--- src/rtl/multiplier_seq_led_board_if.sv ---
// Handshake and data bundle for the sequential multiplier board.
// The master side launches operations and picks the displayed half;
// the slave side (the multiplier) reports completion and the held product.
interface multiplier_seq_led_board_if #(
  parameter int WIDTH = 16
);
  logic               start;
  logic [WIDTH-1:0]   a;
  logic [WIDTH-1:0]   b;
  logic               sel_hi;
  logic               done;
  logic               busy;
  logic [2*WIDTH-1:0] product;

  modport master (
    output start, a, b, sel_hi,
    input  done, busy, product
  );

  modport slave (
    input  start, a, b, sel_hi,
    output done, busy, product
  );
endinterface

--- src/rtl/multiplier_seq_led_board.sv ---
// Sequential shift-add unsigned multiplier with a 4-digit multiplexed
// 7-segment readout of either half of the last completed product.
// start is an active-low button.  A held button launches only once and must
// be released before it can launch again.
module multiplier_seq_led_board #(
  parameter int WIDTH    = 16,
  parameter int SCAN_DIV = 50000
) (
  input  logic                        clk,
  input  logic                        rst,
  multiplier_seq_led_board_if.slave   bus,
  output logic                        led1,
  output logic                        led2,
  output logic                        led3,
  output logic                        led4,
  output logic [6:0]                  out
);

  localparam int CNT_W  = $clog2(WIDTH + 1);
  localparam int SCAN_W = (SCAN_DIV > 1) ? $clog2(SCAN_DIV) : 1;
  localparam logic [CNT_W-1:0]  CNT_INIT  = CNT_W'(WIDTH);
  localparam logic [CNT_W-1:0]  CNT_LAST  = CNT_W'(1);
  localparam logic [SCAN_W-1:0] SCAN_LAST = SCAN_W'(SCAN_DIV - 1);

  typedef enum logic [1:0] {S_IDLE, S_RUN, S_DONE} state_t;

  state_t             state;
  logic [WIDTH-1:0]   mcand;
  logic [WIDTH-1:0]   mplier;
  logic [2*WIDTH-1:0] acc;
  logic [CNT_W-1:0]   count;
  logic               armed;
  logic               done_r;
  logic               busy_r;
  logic [2*WIDTH-1:0] product_r;
  logic [WIDTH:0]     sum;

  logic [SCAN_W-1:0]  scan_cnt;
  logic [1:0]         digit_sel;
  logic [15:0]        dw;
  logic [3:0]         nibble;
  logic [3:0]         led_r;

  assign bus.done    = done_r;
  assign bus.busy    = busy_r;
  assign bus.product = product_r;
  assign led1 = led_r[0];
  assign led2 = led_r[1];
  assign led3 = led_r[2];
  assign led4 = led_r[3];

  // Upper accumulator half plus multiplicand, keeping the carry bit
  always_comb begin
    sum = {1'b0, acc[2*WIDTH-1:WIDTH]} + {1'b0, mcand};
  end

  // Control FSM and shift-add datapath; product and flags are registered
  always_ff @(posedge clk or negedge rst) begin
    if (!rst) begin
      state     <= S_IDLE;
      mcand     <= '0;
      mplier    <= '0;
      acc       <= '0;
      count     <= '0;
      armed     <= 1'b1;
      done_r    <= 1'b0;
      busy_r    <= 1'b0;
      product_r <= '0;
    end else begin
      done_r <= 1'b0;
      if (bus.start) begin
        armed <= 1'b1;
      end
      case (state)
        S_IDLE: begin
          if (!bus.start && armed) begin
            mcand  <= bus.a;
            mplier <= bus.b;
            acc    <= '0;
            count  <= CNT_INIT;
            armed  <= 1'b0;
            busy_r <= 1'b1;
            state  <= S_RUN;
          end
        end
        S_RUN: begin
          if (mplier[0]) begin
            acc <= {sum, acc[WIDTH-1:1]};
          end else begin
            acc <= {1'b0, acc[2*WIDTH-1:1]};
          end
          mplier <= mplier >> 1;
          count  <= count - 1'b1;
          if (count == CNT_LAST) begin
            state <= S_DONE;
          end
        end
        S_DONE: begin
          product_r <= acc;
          done_r    <= 1'b1;
          busy_r    <= 1'b0;
          state     <= S_IDLE;
        end
        default: state <= S_IDLE;
      endcase
    end
  end

  // Digit scan timer: each digit stays selected for SCAN_DIV cycles
  always_ff @(posedge clk or negedge rst) begin
    if (!rst) begin
      scan_cnt  <= '0;
      digit_sel <= 2'd0;
    end else if (scan_cnt == SCAN_LAST) begin
      scan_cnt  <= '0;
      digit_sel <= digit_sel + 2'd1;
    end else begin
      scan_cnt  <= scan_cnt + 1'b1;
    end
  end

  // Pick the displayed half and the nibble for the selected digit
  always_comb begin
    dw     = bus.sel_hi ? product_r[31:16] : product_r[15:0];
    nibble = dw[{digit_sel, 2'b00} +: 4];
  end

  // Active-low {g,f,e,d,c,b,a} hex decode
  function automatic logic [6:0] seg7(input logic [3:0] n);
    case (n)
      4'h0: seg7 = 7'b1000000;
      4'h1: seg7 = 7'b1111001;
      4'h2: seg7 = 7'b0100100;
      4'h3: seg7 = 7'b0110000;
      4'h4: seg7 = 7'b0011001;
      4'h5: seg7 = 7'b0010010;
      4'h6: seg7 = 7'b0000010;
      4'h7: seg7 = 7'b1111000;
      4'h8: seg7 = 7'b0000000;
      4'h9: seg7 = 7'b0010000;
      4'hA: seg7 = 7'b0001000;
      4'hB: seg7 = 7'b0000011;
      4'hC: seg7 = 7'b1000110;
      4'hD: seg7 = 7'b0100001;
      4'hE: seg7 = 7'b0000110;
      default: seg7 = 7'b0001110;
    endcase
  endfunction

  // Registered digit enables and segments, so the one-hot never glitches
  always_ff @(posedge clk or negedge rst) begin
    if (!rst) begin
      led_r <= 4'b0000;
      out   <= 7'b1111111;
    end else begin
      led_r <= 4'b0001 << digit_sel;
      out   <= seg7(nibble);
    end
  end

endmodule

--- src/flat_wrapper.sv ---
// flat-port wrapper written by rule: the top's interface ports become plain ports
module multiplier_seq_led_board_flat 
#(
  parameter int WIDTH    = 16,
  parameter int SCAN_DIV = 50000
)
  (clk, rst, led1, led2, led3, led4, out, bus_start, bus_a, bus_b, bus_sel_hi, bus_done, bus_busy, bus_product);
  multiplier_seq_led_board_if #(.WIDTH(WIDTH)) bus_i ();
  input  logic clk;
  input  logic rst;
  output logic led1;
  output logic led2;
  output logic led3;
  output logic led4;
  output logic [6:0] out;
  input wire logic [$bits(bus_i.start)-1:0] bus_start;
  input wire logic [$bits(bus_i.a)-1:0] bus_a;
  input wire logic [$bits(bus_i.b)-1:0] bus_b;
  input wire logic [$bits(bus_i.sel_hi)-1:0] bus_sel_hi;
  output wire logic [$bits(bus_i.done)-1:0] bus_done;
  output wire logic [$bits(bus_i.busy)-1:0] bus_busy;
  output wire logic [$bits(bus_i.product)-1:0] bus_product;
  assign bus_i.start = bus_start;
  assign bus_i.a = bus_a;
  assign bus_i.b = bus_b;
  assign bus_i.sel_hi = bus_sel_hi;
  assign bus_done = bus_i.done;
  assign bus_busy = bus_i.busy;
  assign bus_product = bus_i.product;
  multiplier_seq_led_board #(.WIDTH(WIDTH), .SCAN_DIV(SCAN_DIV)) u_core (.clk(clk), .rst(rst), .bus(bus_i), .led1(led1), .led2(led2), .led3(led3), .led4(led4), .out(out));
endmodule
--- config.mk ---
export PLATFORM = sky130hd
export DESIGN_NAME = multiplier_seq_led_board_flat
export DESIGN_NICKNAME = d
export VERILOG_FILES = /design/src/rtl/multiplier_seq_led_board_if.sv /design/src/rtl/multiplier_seq_led_board.sv /design/src/flat_wrapper.sv
export SDC_FILE = /design/constraint.sdc
export NUM_CORES = 1
export LEC_CHECK = 0
export ABC_AREA = 0
export CORE_AREA = 2 2 136 105
export DETAILED_ROUTE_END_ITERATION = 8
export DIE_AREA = 0 0 138 107
export PLACE_DENSITY = 0.72
export RECOVER_POWER = 25
export SYNTH_ARGS = -nofsm -noshare
export SYNTH_HDL_FRONTEND = slang
export SYNTH_SLANG_ARGS = --single-unit
--- constraint.sdc ---
create_clock -name clk -period 3.2 [get_ports clk]
set_input_delay 0.64 -clock clk [delete_from_list [all_inputs] [get_ports clk]]
set_output_delay 0.64 -clock clk [all_outputs]
set_load 0.02 [all_outputs]
==> impl_metrics.env <==
export IMPL_setup_ws_ns=0.499
export IMPL_place_area_um2=7590
export IMPL_max_cap_violations=1
export IMPL_cts_sinks=135
export IMPL_h_tree_depth=4
export IMPL_yosysTopAreaCell="dfrtp_1"
export IMPL_fp_dieW_um=138
export IMPL_synth_area_um2=6570
export IMPL_antenna_found_initial=0
export IMPL_status="finished with violations"
export IMPL_r2r_start="u_core.acc[16]"
export IMPL_grt_util_all_layers_pct=22.5
export IMPL_dp_cells=845
export IMPL_io_pins=81
export IMPL_tightest_slew_ns=1.60
export IMPL_port_buffers=80
export IMPL_drcViolationCount=0
export IMPL_grt_max_degree=56
export IMPL_irDropWorstVdd_mv=0.538
export IMPL_min_period_ns=2.70
export IMPL_cts_resized=0
export IMPL_vias=5027
export IMPL_grt_pass1_vias=5050
export IMPL_row_count=37
export IMPL_rr_endpoint="u_core.acc[31]"
export IMPL_cts_tree="yes"
export IMPL_p_per_area_nw_per_um2=949
export IMPL_dr_first_iter_drc_count=481
export IMPL_cp_max_fo=6
export IMPL_root_buffer="clkbuf_16"
export IMPL_synth_edf_count=0
export IMPL_die_area_um2=14800
export IMPL_hp_class="input pin to async pin"
export IMPL_wl_met2_um=7080
export IMPL_core_area_um2=13400
export IMPL_synth_distinct_cells=56
export IMPL_synth_top_area_share_pct=48.4
export IMPL_p_leak_nw=3.69
export IMPL_cts_buffers=17
export IMPL_syn_nets=672
export IMPL_nets=755
export IMPL_drt_total_wl_um=15700
export IMPL_wl_per_cell_um=17.9
export IMPL_end_kind="flop"
export IMPL_dpl_hpwl_um=10900
export IMPL_ff2ff_setup_slack_ns=0.61
export IMPL_ys_warn_count=0
export IMPL_finalHoldViolations=0
export IMPL_drive_above_1_share_pct=14.7
export IMPL_stdcell_count=876
export IMPL_design_power_total_w=0.00776
export IMPL_wl_met3_um=1070
export IMPL_grt_pass1_wl_um=26200
export IMPL_critPathRequiredTime_ns=3.53
export IMPL_clk_pin_slew_ns=0.06
export IMPL_setup_tns_ns=0
export IMPL_area_growth_pct=24.3
export IMPL_die_y_um=107
export IMPL_maxSlewHeadroom_pct=-6.85
export IMPL_synth_area_per_cell_um2=10.8
export IMPL_synthArstFlopShare_pct=100
export IMPL_crit_arrival_ns=3.03
export IMPL_reg2reg_depth=8
export IMPL_postCtsSetupBuffers=0
export IMPL_ant_nets=0
export IMPL_violations="max-capacitance violations, max-slew violations"
export IMPL_stdcell_area_um2=8170
export IMPL_ys_ff_latch=135
export IMPL_setup_violations_final=0
export IMPL_holdBufCountCts=0
export IMPL_syn_inst=606
export IMPL_rsz0062_at_grt="no"
export IMPL_start_util_pct=49.0
export IMPL_critPathLaunchType="input pin"
export IMPL_dpl_worst_slack_ns=0.110
export IMPL_fin_crit_sh_pct=84.4
export IMPL_clock_fmax_ghz=0.370
export IMPL_synth_area_leaders="dfrtp_1 (48%), nand2_1 (6.1%), mux2_2 (5.8%)"
export IMPL_top_layer="met4"
export IMPL_critPathKind="input pin to flop"
export IMPL_clk_latency_ns=0.42
export IMPL_grt_overflow=0
export IMPL_gp_congestion=0.921
export IMPL_insertedDiodeCount=0
export IMPL_drv_slew=31
export IMPL_clock_skew_ns=0.0155
export IMPL_routedLengthMet1_um=7200
export IMPL_synth_ff_type="dfrtp_1"
export IMPL_seq_area_frac_synth_pct=51.6
export IMPL_viasPerCell=5.74
export IMPL_first_pass_iters=8
export IMPL_clockBufferDepth=2
per-stage QoR:
step	utilization (%)	hold slack, ns
after floorplan	-	0.344
after global routing	60.9	0.494
after CTS	61.0	0.0980
final	60.9	0.408
after global placement	56.5	0.464
after detailed placement	56.5	0.475
sequential cells by signal, summed over array words and instances (netlist names):
register,flops
u_core.bus.done,1
u_core.digit_sel,2
u_core.count,5
u_core.bus.product,32
u_core.armed,1
u_core.state,2
u_core.acc,32
u_core.out,7
u_core.scan_cnt,16
u_core.led_r,4
u_core.bus.busy,1
u_core.mcand,16
u_core.mplier,16
synthesized netlist by cell type, drive strengths merged (3+ instances only):
cell type / instances
xor2: 13
nand2: 107
and3: 3
nand2b: 3
a22o: 3
nand3: 16
xnor2: 14
a222oi: 15
a221oi: 4
and2: 3
ha: 29
nor2b: 5
inv: 30
a21oi: 15
nor4: 4
buf: 5
mux2i: 14
a22oi: 5
nand4: 3
o21a: 4
dfstp: 8
nor2: 26
mux4: 9
o21ai: 50
nor3: 5
dfrtp: 127
clkbuf: 25
mux2: 34
a21o: 4
power breakdown:
group	total, W	internal, W	leakage [nW]	switching [W]
clock network	0.00200	0.00126	0.288	0.000738
registers	0.00280	0.00229	1.68	0.000514
logic	0.00295	0.00133	1.72	0.00163
routing by layer:
metal | track usage (%) | vias up
li1 | - | 2317
met1 | 31.7 | 2461
met5 | 0 | -
met2 | 34.5 | 219
met3 | 5.00 | 30
met4 | 8.24 | 0
critical path: stages:
cell,delay [ns]
clkdlybuf4s50_1,0.68
mux4_1,0.59
mux2i_1,0.28
inv_1,0.15
ha_1,0.24
mux4_2,0.45
logic make-up (layout without fill, tap and decap cells):
family / after synthesis / count (layout) / share of synthesized area, %
flops: 135 / 135 / 51.6
compound gates: 112 / 112 / 11.3
xor+xnor: 27 / 27 / 3.60
buf+inv: 60 / 155 / 3.65
fa+ha+maj: 30 / 30 / 5.83
simple gates: 185 / 185 / 12.5
mux: 57 / 57 / 11.6
worst max path at each step:
stage	startpoint	to	slack, ns	cells after the start
6_report	bus_sel_hi	u_core.out[3]	0.50	6
5_1_grt	rst	u_core.acc[27]	0.23	2
4_1_cts	bus_sel_hi	u_core.out[3]	0.51	6
3_3_place_gp	bus_sel_hi	u_core.out[3]	0.18	6
3_5_place_dp	bus_sel_hi	u_core.out[3]	0.11	6
2_1_floorplan	bus_sel_hi	u_core.out[3]	0.67	6
layout make-up:
class | count | area [um^2]
clock inverter | 11 | 149
multi-input combinational | 411 | 2950
fill | 1050 | 5250
tap | 175 | 219
sequential | 135 | 3390
clock buffer | 20 | 457
timing repair buffer | 94 | 893
inverter | 30 | 113
cells in the final DEF, fill, tap and decap left out, drive strengths merged, types with 13 or more instances in the layout:
master / netlist / layout
a21oi: 15 / 15
a222oi: 15 / 15
clkbuf: 25 / 23
clkdlybuf4s50: 0 / 79
dfrtp: 127 / 127
ha: 29 / 29
inv: 30 / 31
mux2: 34 / 34
mux2i: 14 / 14
nand2: 107 / 107
nand3: 16 / 16
nor2: 26 / 26
o21ai: 50 / 50
xnor2: 14 / 14
xor2: 13 / 13
(Power assumes the default switching activity.)
